File: config.mk
export PLATFORM = sky130hd
export DESIGN_NAME = pin_pattern_controller_flat
export DESIGN_NICKNAME = d
export VERILOG_FILES = /design/src/rtl/pin_pattern_controller_if.sv /design/src/rtl/pin_pattern_controller.sv /design/src/flat_wrapper.sv
export SDC_FILE = /design/constraint.sdc
export NUM_CORES = 1
export LEC_CHECK = 0
export ABC_CLOCK_PERIOD_IN_PS = 3370
export BUFFER_PORTS_ARGS = -buffer_cell sky130_fd_sc_hd__buf_2
export CORE_ASPECT_RATIO = 0.6
export CORE_MARGIN = 4
export CORE_UTILIZATION = 40
export CTS_CLUSTER_DIAMETER = 50
export DETAILED_ROUTE_END_ITERATION = 8
export SKIP_LAST_GASP = 1
export SLEW_MARGIN = 20
export SYNTH_ARGS = -nofsm -noshare
export SYNTH_HDL_FRONTEND = slang
export SYNTH_SLANG_ARGS = --single-unit
export TNS_END_PERCENT = 1
File: constraint.sdc
create_clock -name clk -period 3.37 [get_ports clk]
set_input_delay 0.5055 -clock clk [delete_from_list [all_inputs] [get_ports clk]]
set_output_delay 0.5055 -clock clk [all_outputs]
set_load 0.01 [all_outputs]
File: src/rtl/pin_pattern_controller_if.sv
// Command channel for pin_pattern_controller: opcode, pin mask and cycle argument.
// A command transfers on a rising clk edge where cmd_valid && cmd_ready; the master holds op/mask/arg stable while cmd_valid is high.
interface pin_pattern_controller_if #(
  parameter int N_PINS = 64,
  parameter int CNT_W  = 16
);
  logic              cmd_valid;
  logic              cmd_ready;
  logic [2:0]        cmd_op;
  logic [N_PINS-1:0] cmd_mask;
  logic [CNT_W-1:0]  cmd_arg;

  modport master (output cmd_valid, cmd_op, cmd_mask, cmd_arg, input cmd_ready);
  modport slave  (input cmd_valid, cmd_op, cmd_mask, cmd_arg, output cmd_ready);
endinterface

File: src/rtl/pin_pattern_controller.sv
// Drives N_PINS pins from a base register with one-shot pulse and shared blink overlays.
// Optional macro PIN_POLARITY_EN adds a polarity_mask input that inverts the registered pins.
module pin_pattern_controller #(
  parameter int N_PINS = 64,
  parameter int CNT_W  = 16
) (
  input  logic                     clk,
  input  logic                     rst_n,
  pin_pattern_controller_if.slave  cmd,
`ifdef PIN_POLARITY_EN
  input  logic [N_PINS-1:0]        polarity_mask,
`endif
  output logic                     busy,
  output logic                     blink_active,
  output logic [N_PINS-1:0]        output_pins,
  output logic                     state_dbg
);

  localparam logic [2:0] OP_SET         = 3'd1;
  localparam logic [2:0] OP_CLEAR       = 3'd2;
  localparam logic [2:0] OP_TOGGLE      = 3'd3;
  localparam logic [2:0] OP_PULSE       = 3'd4;
  localparam logic [2:0] OP_BLINK_START = 3'd5;
  localparam logic [2:0] OP_BLINK_STOP  = 3'd6;
  localparam logic [2:0] OP_LOAD        = 3'd7;

  typedef enum logic {S_IDLE = 1'b0, S_PULSE = 1'b1} state_t;

  state_t            state, state_nx;
  logic [N_PINS-1:0] base, base_nx;
  logic [N_PINS-1:0] pulse_mask, pulse_mask_nx;
  logic [CNT_W-1:0]  pulse_cnt, pulse_cnt_nx;
  logic [N_PINS-1:0] blink_mask, blink_mask_nx;
  logic [CNT_W-1:0]  half, half_nx;
  logic [CNT_W-1:0]  blink_cnt, blink_cnt_nx;
  logic              phase, phase_nx;
  logic              accept;
  logic [CNT_W-1:0]  arg_eff;
  logic [N_PINS-1:0] pins_nx;
  logic [N_PINS-1:0] pins_out_nx;

  assign cmd.cmd_ready = (state == S_IDLE);
  assign state_dbg     = (state == S_PULSE);

  always_comb begin
    state_nx      = state;
    base_nx       = base;
    pulse_mask_nx = pulse_mask;
    pulse_cnt_nx  = pulse_cnt;
    blink_mask_nx = blink_mask;
    half_nx       = half;
    blink_cnt_nx  = blink_cnt;
    phase_nx      = phase;
    accept        = cmd.cmd_valid && (state == S_IDLE);
    // A zero argument still gives a one-cycle pulse / half-period.
    arg_eff       = (cmd.cmd_arg == '0) ? CNT_W'(1) : cmd.cmd_arg;

    if (accept) begin
      case (cmd.cmd_op)
        OP_SET:        base_nx       = base | cmd.cmd_mask;
        OP_CLEAR:      base_nx       = base & ~cmd.cmd_mask;
        OP_TOGGLE:     base_nx       = base ^ cmd.cmd_mask;
        OP_LOAD:       base_nx       = cmd.cmd_mask;
        OP_BLINK_STOP: blink_mask_nx = blink_mask & ~cmd.cmd_mask;
        OP_BLINK_START: begin
          blink_mask_nx = blink_mask | cmd.cmd_mask;
          half_nx       = arg_eff;
        end
        default: ;
      endcase
    end

    case (state)
      S_IDLE: begin
        if (accept && cmd.cmd_op == OP_PULSE) begin
          pulse_mask_nx = cmd.cmd_mask;
          pulse_cnt_nx  = arg_eff;
          state_nx      = S_PULSE;
        end
      end
      S_PULSE: begin
        if (pulse_cnt == CNT_W'(1)) begin
          pulse_mask_nx = '0;
          pulse_cnt_nx  = '0;
          state_nx      = S_IDLE;
        end else begin
          pulse_cnt_nx = pulse_cnt - CNT_W'(1);
        end
      end
      default: state_nx = S_IDLE;
    endcase

    // Blink restarts in the "on" phase; otherwise it free-runs whenever any pin blinks.
    if (accept && cmd.cmd_op == OP_BLINK_START) begin
      blink_cnt_nx = '0;
      phase_nx     = 1'b1;
    end else if (blink_mask != '0) begin
      if (blink_cnt == half - CNT_W'(1)) begin
        blink_cnt_nx = '0;
        phase_nx     = ~phase;
      end else begin
        blink_cnt_nx = blink_cnt + CNT_W'(1);
      end
    end
    if (blink_mask_nx == '0) begin
      blink_cnt_nx = '0;
      phase_nx     = 1'b0;
    end

    pins_nx = base_nx ^ pulse_mask_nx ^ (phase_nx ? blink_mask_nx : '0);
  end

`ifdef PIN_POLARITY_EN
  assign pins_out_nx = pins_nx ^ polarity_mask;
`else
  assign pins_out_nx = pins_nx;
`endif

  always_ff @(posedge clk or negedge rst_n) begin
    if (!rst_n) begin
      state        <= S_IDLE;
      base         <= '0;
      pulse_mask   <= '0;
      pulse_cnt    <= '0;
      blink_mask   <= '0;
      half         <= '0;
      blink_cnt    <= '0;
      phase        <= 1'b0;
      busy         <= 1'b0;
      blink_active <= 1'b0;
      output_pins  <= '0;
    end else begin
      state        <= state_nx;
      base         <= base_nx;
      pulse_mask   <= pulse_mask_nx;
      pulse_cnt    <= pulse_cnt_nx;
      blink_mask   <= blink_mask_nx;
      half         <= half_nx;
      blink_cnt    <= blink_cnt_nx;
      phase        <= phase_nx;
      busy         <= (state_nx == S_PULSE);
      blink_active <= (blink_mask_nx != '0);
      output_pins  <= pins_out_nx;
    end
  end

endmodule

File: src/flat_wrapper.sv
// flat-port wrapper written by rule: the top's interface ports become plain ports
module pin_pattern_controller_flat 
#(
  parameter int N_PINS = 64,
  parameter int CNT_W  = 16
)
  (clk, rst_n, busy, blink_active, output_pins, state_dbg, cmd_cmd_valid, cmd_cmd_op, cmd_cmd_mask, cmd_cmd_arg, cmd_cmd_ready);
  pin_pattern_controller_if #(.N_PINS(N_PINS), .CNT_W(CNT_W)) cmd_i ();
  input  logic clk;
  input  logic rst_n;
  output logic busy;
  output logic blink_active;
  output logic [N_PINS-1:0] output_pins;
  output logic state_dbg;
  input wire logic [$bits(cmd_i.cmd_valid)-1:0] cmd_cmd_valid;
  input wire logic [$bits(cmd_i.cmd_op)-1:0] cmd_cmd_op;
  input wire logic [$bits(cmd_i.cmd_mask)-1:0] cmd_cmd_mask;
  input wire logic [$bits(cmd_i.cmd_arg)-1:0] cmd_cmd_arg;
  output wire logic [$bits(cmd_i.cmd_ready)-1:0] cmd_cmd_ready;
  assign cmd_i.cmd_valid = cmd_cmd_valid;
  assign cmd_i.cmd_op = cmd_cmd_op;
  assign cmd_i.cmd_mask = cmd_cmd_mask;
  assign cmd_i.cmd_arg = cmd_cmd_arg;
  assign cmd_cmd_ready = cmd_i.cmd_ready;
  pin_pattern_controller #(.N_PINS(N_PINS), .CNT_W(CNT_W)) u_core (.clk(clk), .rst_n(rst_n), .cmd(cmd_i), .busy(busy), .blink_active(blink_active), .output_pins(output_pins), .state_dbg(state_dbg));
endmodule
==> results.md, run 1 <==
* Final HPWL DP at 39.1 mm
* Peak supply drop at 284 uV
* Clock skew at 18.4 ps
* Via count at 15,583
* Main combinational cell family by area after synthesis: compound AO/OA/AOI/OAI gates
* Clock transition at path regs at 70 ps
* Starting Density at 41.0%
* First-pass GRT wire length at 90.5 mm
* #FFs+latches synth at 307
* Clock Path Buffers at 3
* Initial antenna violation count at 9
* Most frequent cell after synthesis: dfrtp_1
* Syn_area_per_cell at 9.28 um^2
* CTS tree: done
* Hold Fails Final Rpt at 0
* Synth cell types at 59
* Post-CTS Hold Buffers at 0
* Post-synthesis mux area share at 0.613%
* Fin nets at 2,293
* M1 wire length at 27.3 mm
* Final Slew Violations at 0
* Post-synth ARST share at 100%
* Gp weighted congestion at 0.876
* IO Pins at 154
* Switching Fraction at 29.4%
* Slew @ Worst Pin at 1030 ps
* Final wirelength at 59.2 mm
* Post-route ant nets at 0
* Drt pass-1 iters at 6
* Die H at 172 um
* Worst Hold Class: input pin to async pin
* Per-cell routed wire length at 22.1 um
* Period utilization at 95.1%
* CTS root buf: clkbuf_16
* Mapped Cells at 1,936
* Number of global-route vias before repair at 15,334
* Clk pwr share at 39.9%
* Total gr overflow at 0
* Area share of the leading cell type in the synthesized netlist at 42.8%
* Uppermost layer routed: met5
* Synthesized cell area at 18,000 um^2
* CTS Sinks at 307
* Fill cells at 4,125
* F_max at 0.312 GHz
* Synth area leader: dfrtp_1
* Slew HR at 31.1%
* Final setup fails at 0
* Adder-Cell Fraction of Synth Area at 9.19%
* Clk_lat worst skew at 530 ps
* DIE AREA at 48,500 um^2
* Outcome: finished, final reports clean
* Worst setup SP type: flop
* Sw Pwr at 2.86 mW
* H-tree Lvls at 2
* Crit path DAT at 3610 ps
* Hold Worst Slack at 8.32 ps
* Total Routing Usage GR at 23.9%
* Synth area leaders: dfrtp_1 (43%), ha_1 (9.2%), xnor2_1 (6.9%)
* Setup TNS Final at 0 ps
* Total length of routed met2 wires at 26.1 mm
* Area grow syn2layout at 16.5%
* Synthesized net count at 2,154
* Share of cells above drive strength 1 at 14.0%
* Max-Cap Viols at 0
* Req. time, crit path at 3770 ps
* Internal cell power at 6.85 mW
* CP Capture Type: flop
* Number of enable flip-flop cells after synthesis at 0
* Power Density at 464 nW/um^2
* Synth Area in Compound Gates at 21.2%
* Port Buffers at 153
* RSZ-0062 raised after global routing: no
* Met3 WL at 4.71 mm
* Largest net degree at the start of global routing at 96
* Post-synthesis simple-gate area fraction at 11.2%
* DRC Markers at 0
* Chip Width at 282 um
* Yosys warns at 0
* XOR/XNOR Fraction of Synth Area at 7.75%
* Via density at 5.81
* Most used DFF post-synth: dfrtp_1
* Crit path kind: flop to flop
* CP max FO at 17
* Leak at 9.85 nW
* R2R Setup Slk at 170 ps
* Core ar. at 43,800 um^2
* Comb pwr share at 17.0%
* Final min period at 3200 ps
* DR iter-0 viols at 1,556
* Total chip power at 9.71 mW
* TritonCTS buffer count at 34
* Sequential fraction of design power at 43.1%
* Site Rows at 59
* Sequential cell area fraction in the yosys report at 42.8%
* Most frequent cells after synthesis: dfrtp_1 (307), inv_1 (209), nand2_1 (189), xnor2_1 (141), ha_1 (132)
==> power groups by stage <==
stage,logic (mW),registers [mW],clock network (mW)
after floorplan,0.973,4.22,0
after global placement,1.53,4.24,0
after detailed placement,1.58,4.25,0
after CTS,1.60,4.18,3.94
after global routing,1.85,4.22,4.08
final,1.65,4.19,3.87
==> final timing paths <==
path	start	endpoint	cells after the start
setup / recovery	u_core.half[0]	u_core.output_pins[39]	12
hold / removal	rst_n	u_core.base[19]	1
setup reg to reg	u_core.half[0]	u_core.output_pins[39]	12
hold reg to reg	u_core.pulse_cnt[8]	u_core.pulse_cnt[8]	2
max in group asynchronous	rst_n	u_core.blink_mask[35]	2
min in group clk	cmd_cmd_arg[4]	u_core.half[4]	3
==> layout by cell type, fill, tap and decap left out, types with 5 or more instances in the layout <==
cell         n
mux2i_1     11
o21bai_1    16
xnor2_1    141
nand4_1     12
a21oi_1    130
clkbuf_16   38
ha_1       131
a221oi_1    64
nor3_1      18
nor2_1     106
nand3_1      9
buf_4       40
o21ai_0     95
nor4_1      41
a31oi_1     66
xor2_1      18
a2bb2oi_1    9
buf_12      18
nand2_1    189
a22o_1      64
dfrtp_1    307
inv_1      208
clkbuf_8     7
a22oi_1     81
nand2b_1    15
o32ai_1      5
o22ai_1     17
buf_2      152
clkbuf_1     5
nand4b_1     5
==> cell families (layout without fill, tap and decap cells) <==
family	count (synthesis)	count (layout)
AOI/OAI and AO/OA	569	569
xor gates and xnor gates	159	159
adders and majority gates	132	132
buffers and inverters	322	485
DFF	307	307
muxes	11	11
other	0	4
and+or+nand+nor	436	436
==> layout make-up <==
| type | count | area [um^2] | share of cell area [%] |
|---|---|---|---|
| sequential | 307 | 7680 | 36.7 |
| tap | 579 | 724 | 3.46 |
| inverter | 209 | 785 | 3.75 |
| clock buffer | 47 | 991 | 4.73 |
| clock inverter | 13 | 138 | 0.657 |
| multi-input combinational | 1307 | 9070 | 43.3 |
| antenna | 4 | 10.0 | 0.0478 |
| timing repair buffer | 216 | 1530 | 7.33 |
==> repair_timing <==
action,in CTS,in global routing
endpoints found under the hold margin,0,0
gates resized for setup,0,8
buffers inserted,0,3
setup endpoints to repair,0,65
==> worst max-delay path, cell delays in order (launching register included) <==
cell and delay, ps:
dfrtp_1 380, inv_1 110, ha_4 160, or4b_4 500
nor4_4 290, mux2i_1 120, mux2i_1 200, or4b_4 510
o21ai_4 160, buf_6 170, clkbuf_16 210, a31oi_1 110
xnor2_1 150
==> layer usage <==
layer  global-route usage [%]  up-vias
met4                     5.82       10
met5                        0        -
met3                     5.03       93
li1                         -     7094
met1                     34.8     7772
met2                     36.6      614
==> flip-flops by register name, indices dropped and copies added, names as in the netlist <==
register	count
u_core.base	64
u_core.busy	1
u_core.blink_active	1
u_core.blink_mask	64
u_core.pulse_mask	64
u_core.blink_cnt	16
u_core.half	16
u_core.pulse_cnt	16
u_core.output_pins	64
u_core.phase	1
==> stage by stage <==
stage	instance area, um^2	utilization (%)	setup slack (ps)	cells
2_1_floorplan	18000	-	495	1936
3_3_place_gp	19700	44.8	231	2612
3_5_place_dp	19700	44.8	43.9	2612
4_1_cts	20800	47.4	4.16	2672
5_1_grt	20900	47.7	15.3	2681
6_report	20900	47.7	165	2682
Note: power is estimated with default switching activity, not from simulation.
==> inputs of run 2 (changes only) <==
--- a/config.mk
+++ b/config.mk
@@ -9,9 +9,10 @@
 export BUFFER_PORTS_ARGS = -buffer_cell sky130_fd_sc_hd__buf_2
 export CORE_ASPECT_RATIO = 0.6
 export CORE_MARGIN = 4
-export CORE_UTILIZATION = 40
+export CORE_UTILIZATION = 60
 export CTS_CLUSTER_DIAMETER = 50
 export DETAILED_ROUTE_END_ITERATION = 8
+export PLACE_DENSITY = 0.8
 export SKIP_LAST_GASP = 1
 export SLEW_MARGIN = 20
 export SYNTH_ARGS = -nofsm -noshare
==> run 2 against run 1 <==
  * Routed wire length down 5.4%
  * Via count up 3.6%
  * Die area down 32%
  * Final cell count down 7.6%
  * Largest cell class unchanged
  * Highest routed layer unchanged
==> results.md, run 2 (synthesis gave the netlist of run 1 again) <==
* Outcome: finished, final reports clean (unchanged)
* Starting Density at 61.7% (was 41.0%)
* Worst setup SP type: flop (unchanged)
* Power Density at 449 nW/um^2 (was 464 nW/um^2)
* Slew HR at 30.4% (was 31.1%)
* Site Rows at 48 (was 59)
* Critical-path cell list: inv_1 -> ha_1 -> nor4b_2 -> a41oi_1 -> nor4_2 -> o211ai_1 -> or4b_1 -> o21ai_4 -> buf_12 -> a31oi_1 -> xnor2_1 (was inv_1 -> ha_4 -> or4b_4 -> nor4_4 -> mux2i_1 -> mux2i_1 -> or4b_4 -> o21ai_4 -> buf_6 -> clkbuf_16 -> a31oi_1 -> xnor2_1)
* Final setup fails at 0 (unchanged)
* Initial antenna violation count at 4 (was 9)
* Final Core Density at 69.7% (was 47.7%)
* Hold Fails Final Rpt at 0 (unchanged)
* TritonCTS buffer count at 30 (was 34)
* Period utilization at 97.9% (was 95.1%)
* Number of global-route vias before repair at 15,740 (was 15,334)
* Via density at 6.52 (was 5.81)
* Chip Width at 231 um (was 282 um)
* F_max at 0.303 GHz (was 0.312 GHz)
* Gp weighted congestion at 0.968 (was 0.876)
* Via count at 16,146 (was 15,583)
* RSZ-0062 raised after global routing: yes (was no)
* CTS tree: done (unchanged)
* Peak supply drop at 465 uV (was 284 uV)
* Fin nets at 2,273 (was 2,293)
* R2R Setup Slk at 70 ps (was 170 ps)
* Final Slew Violations at 0 (unchanged)
* Reg area at 7680 um^2 (unchanged)
* Clock skew at 23.9 ps (was 18.4 ps)
* Crit path kind: flop to flop (unchanged)
* Total gr overflow at 0 (unchanged)
* Max-Cap Viols at 0 (unchanged)
* Commonest non-fill, non-tap cell in the layout: dfrtp_1 (unchanged)
* First-pass GRT wire length at 87.9 mm (was 90.5 mm)
* Setup TNS Final at 0 ps (unchanged)
* Final min period at 3300 ps (was 3200 ps)
* Clock transition at path regs at 70 ps (about the same)
* Per-cell routed wire length at 22.6 um (was 22.1 um)
* Slew @ Worst Pin at 1040 ps (was 1030 ps)
* Drt pass-1 iters at 5 (was 6)
* H-tree Lvls at 1 (was 2)
* DRC Markers at 0 (unchanged)
* Final wirelength at 56.0 mm (was 59.2 mm)
* Placement-stage cell area at 19,400 um^2 (was 19,700 um^2)
* Post-route ant nets at 0 (unchanged)
* Slowest cell on crit path: or4b_1 (was or4b_4)
* Area grow syn2layout at 13.0% (was 16.5%)
* Final Cell Area at 20,300 um^2 (was 20,900 um^2)
* CP Capture Type: flop (unchanged)
* Clk_lat worst skew at 580 ps (was 530 ps)
* Crit-path leading delay family: simple AND/OR/NAND/NOR gates (unchanged)
* Largest net degree at the start of global routing at 87 (was 96)
* Largest stage delay on the critical path at 570 ps (was 510 ps)
* Fill cells at 2,202 (was 4,125)
* Final HPWL DP at 36.9 mm (was 39.1 mm)
* Commonest cells after routing, fill and taps aside: dfrtp_1 (307), inv_1 (209), nand2_1 (189) (was dfrtp_1 (307), inv_1 (208), nand2_1 (189))
* CP max FO at 40 (was 17)
* Multi-input gate area at 9060 um^2 (was 9070 um^2)
* DR iter-0 viols at 2,096 (was 1,556)
* Share of cells above drive strength 1 at 12.7% (was 14.0%)
* Leak at 9.66 nW (was 9.85 nW)
* Core ar. at 29,100 um^2 (was 43,800 um^2)
* Clock Path Buffers at 3 (unchanged)
* Total Routing Usage GR at 33.4% (was 23.9%)
* Bufs and invs on worst path at 2 (was 3)
* IO Pins at 154 (unchanged)
* CTS root buf: clkbuf_16 (unchanged)
* Port Buffers at 153 (unchanged)
* CTS Sinks at 307 (unchanged)
* Req. time, crit path at 3820 ps (was 3770 ps)
* Crit path DAT at 3750 ps (was 3610 ps)
* Worst Hold Class: input pin to flop (was input pin to async pin)
* DIE AREA at 32,900 um^2 (was 48,500 um^2)
* Total chip power at 9.11 mW (was 9.71 mW)
* Die H at 142 um (was 172 um)
## run 2: cell count changes in the layout (fill, tap and decap cells not counted), moves of 3 or more
cell       change
clkbuf_1       +4
buf_4         -12
clkbuf_16      -7
inv_6          -3
diode_2        -3
clkinv_2       +3
## run 2: cell type report
cell class / count / share of cell area [%]
antenna: 1 / 0.0123
sequential: 307 / 37.8
multi-input combinational: 1307 / 44.6
timing repair buffer: 200 / 6.68
clock buffer: 45 / 4.32
clock inverter: 8 / 0.209
tap: 400 / 2.46
inverter: 209 / 3.86
## run 2: worst reg2reg max path, delay by kind of cell, from the launching register on
family / cells / cell delay [ps]
flip-flops: 1 / 420
XOR/XNOR: 1 / 160
adder cells (fa/ha/maj): 1 / 220
AO/OA/AOI/OAI: 4 / 810
buffers and inverters: 2 / 370
AND/OR/NAND/NOR: 3 / 1200
## run 2: through the flow
| step | hold WS, ps | std cells | worst slack, ps |
|---|---|---|---|
| detailed placement | 497 | 2422 | 5.28 |
| floorplan | 210 | 1936 | 495 |
| global route | 188 | 2477 | -73.0 |
| global placement | 480 | 2422 | 235 |
| finish | 179 | 2477 | 70.9 |
| CTS | 158 | 2476 | 81.9 |
## run 2: path summary, 6_finish.rpt
| kind | from | endpoint | cells after the start |
|---|---|---|---|
| worst max register to register | u_core.half[1] | u_core.output_pins[29] | 11 |
| worst max-delay path | u_core.half[1] | u_core.output_pins[29] | 11 |
| worst min register to register | u_core.pulse_cnt[8] | u_core.pulse_cnt[8] | 2 |
| min in group asynchronous | rst_n | u_core.output_pins[11] | 2 |
| worst min-delay path | cmd_cmd_arg[11] | u_core.half[11] | 3 |
| max in group asynchronous | rst_n | u_core.blink_mask[26] | 3 |
## run 2: per-layer routing
| layer | part of all wire [%] | vias to the layer above | GRT usage, % |
|---|---|---|---|
| met5 | 0.061 | - | 0 |
| met4 | 2.2 | 6 | 8.92 |
| met3 | 12 | 124 | 7.74 |
| met2 | 44 | 1046 | 50.8 |
| met1 | 41 | 7930 | 48.8 |
| li1 | - | 7040 | - |
## run 2: where the power goes
part	switching [mW]	total, mW	internal, mW
sequential	0.250	4.20	3.95
combinational	0.981	1.64	0.656
clock	1.49	3.28	1.79
## run 2: what timing repair did
item                                    CTS  global route
hold buffers                              1             0
buffers inserted                          0             0
resized for setup                         1             3
endpoints found under the setup margin   35            58
pin swaps                                 0             0
endpoints found under the hold margin    82             0
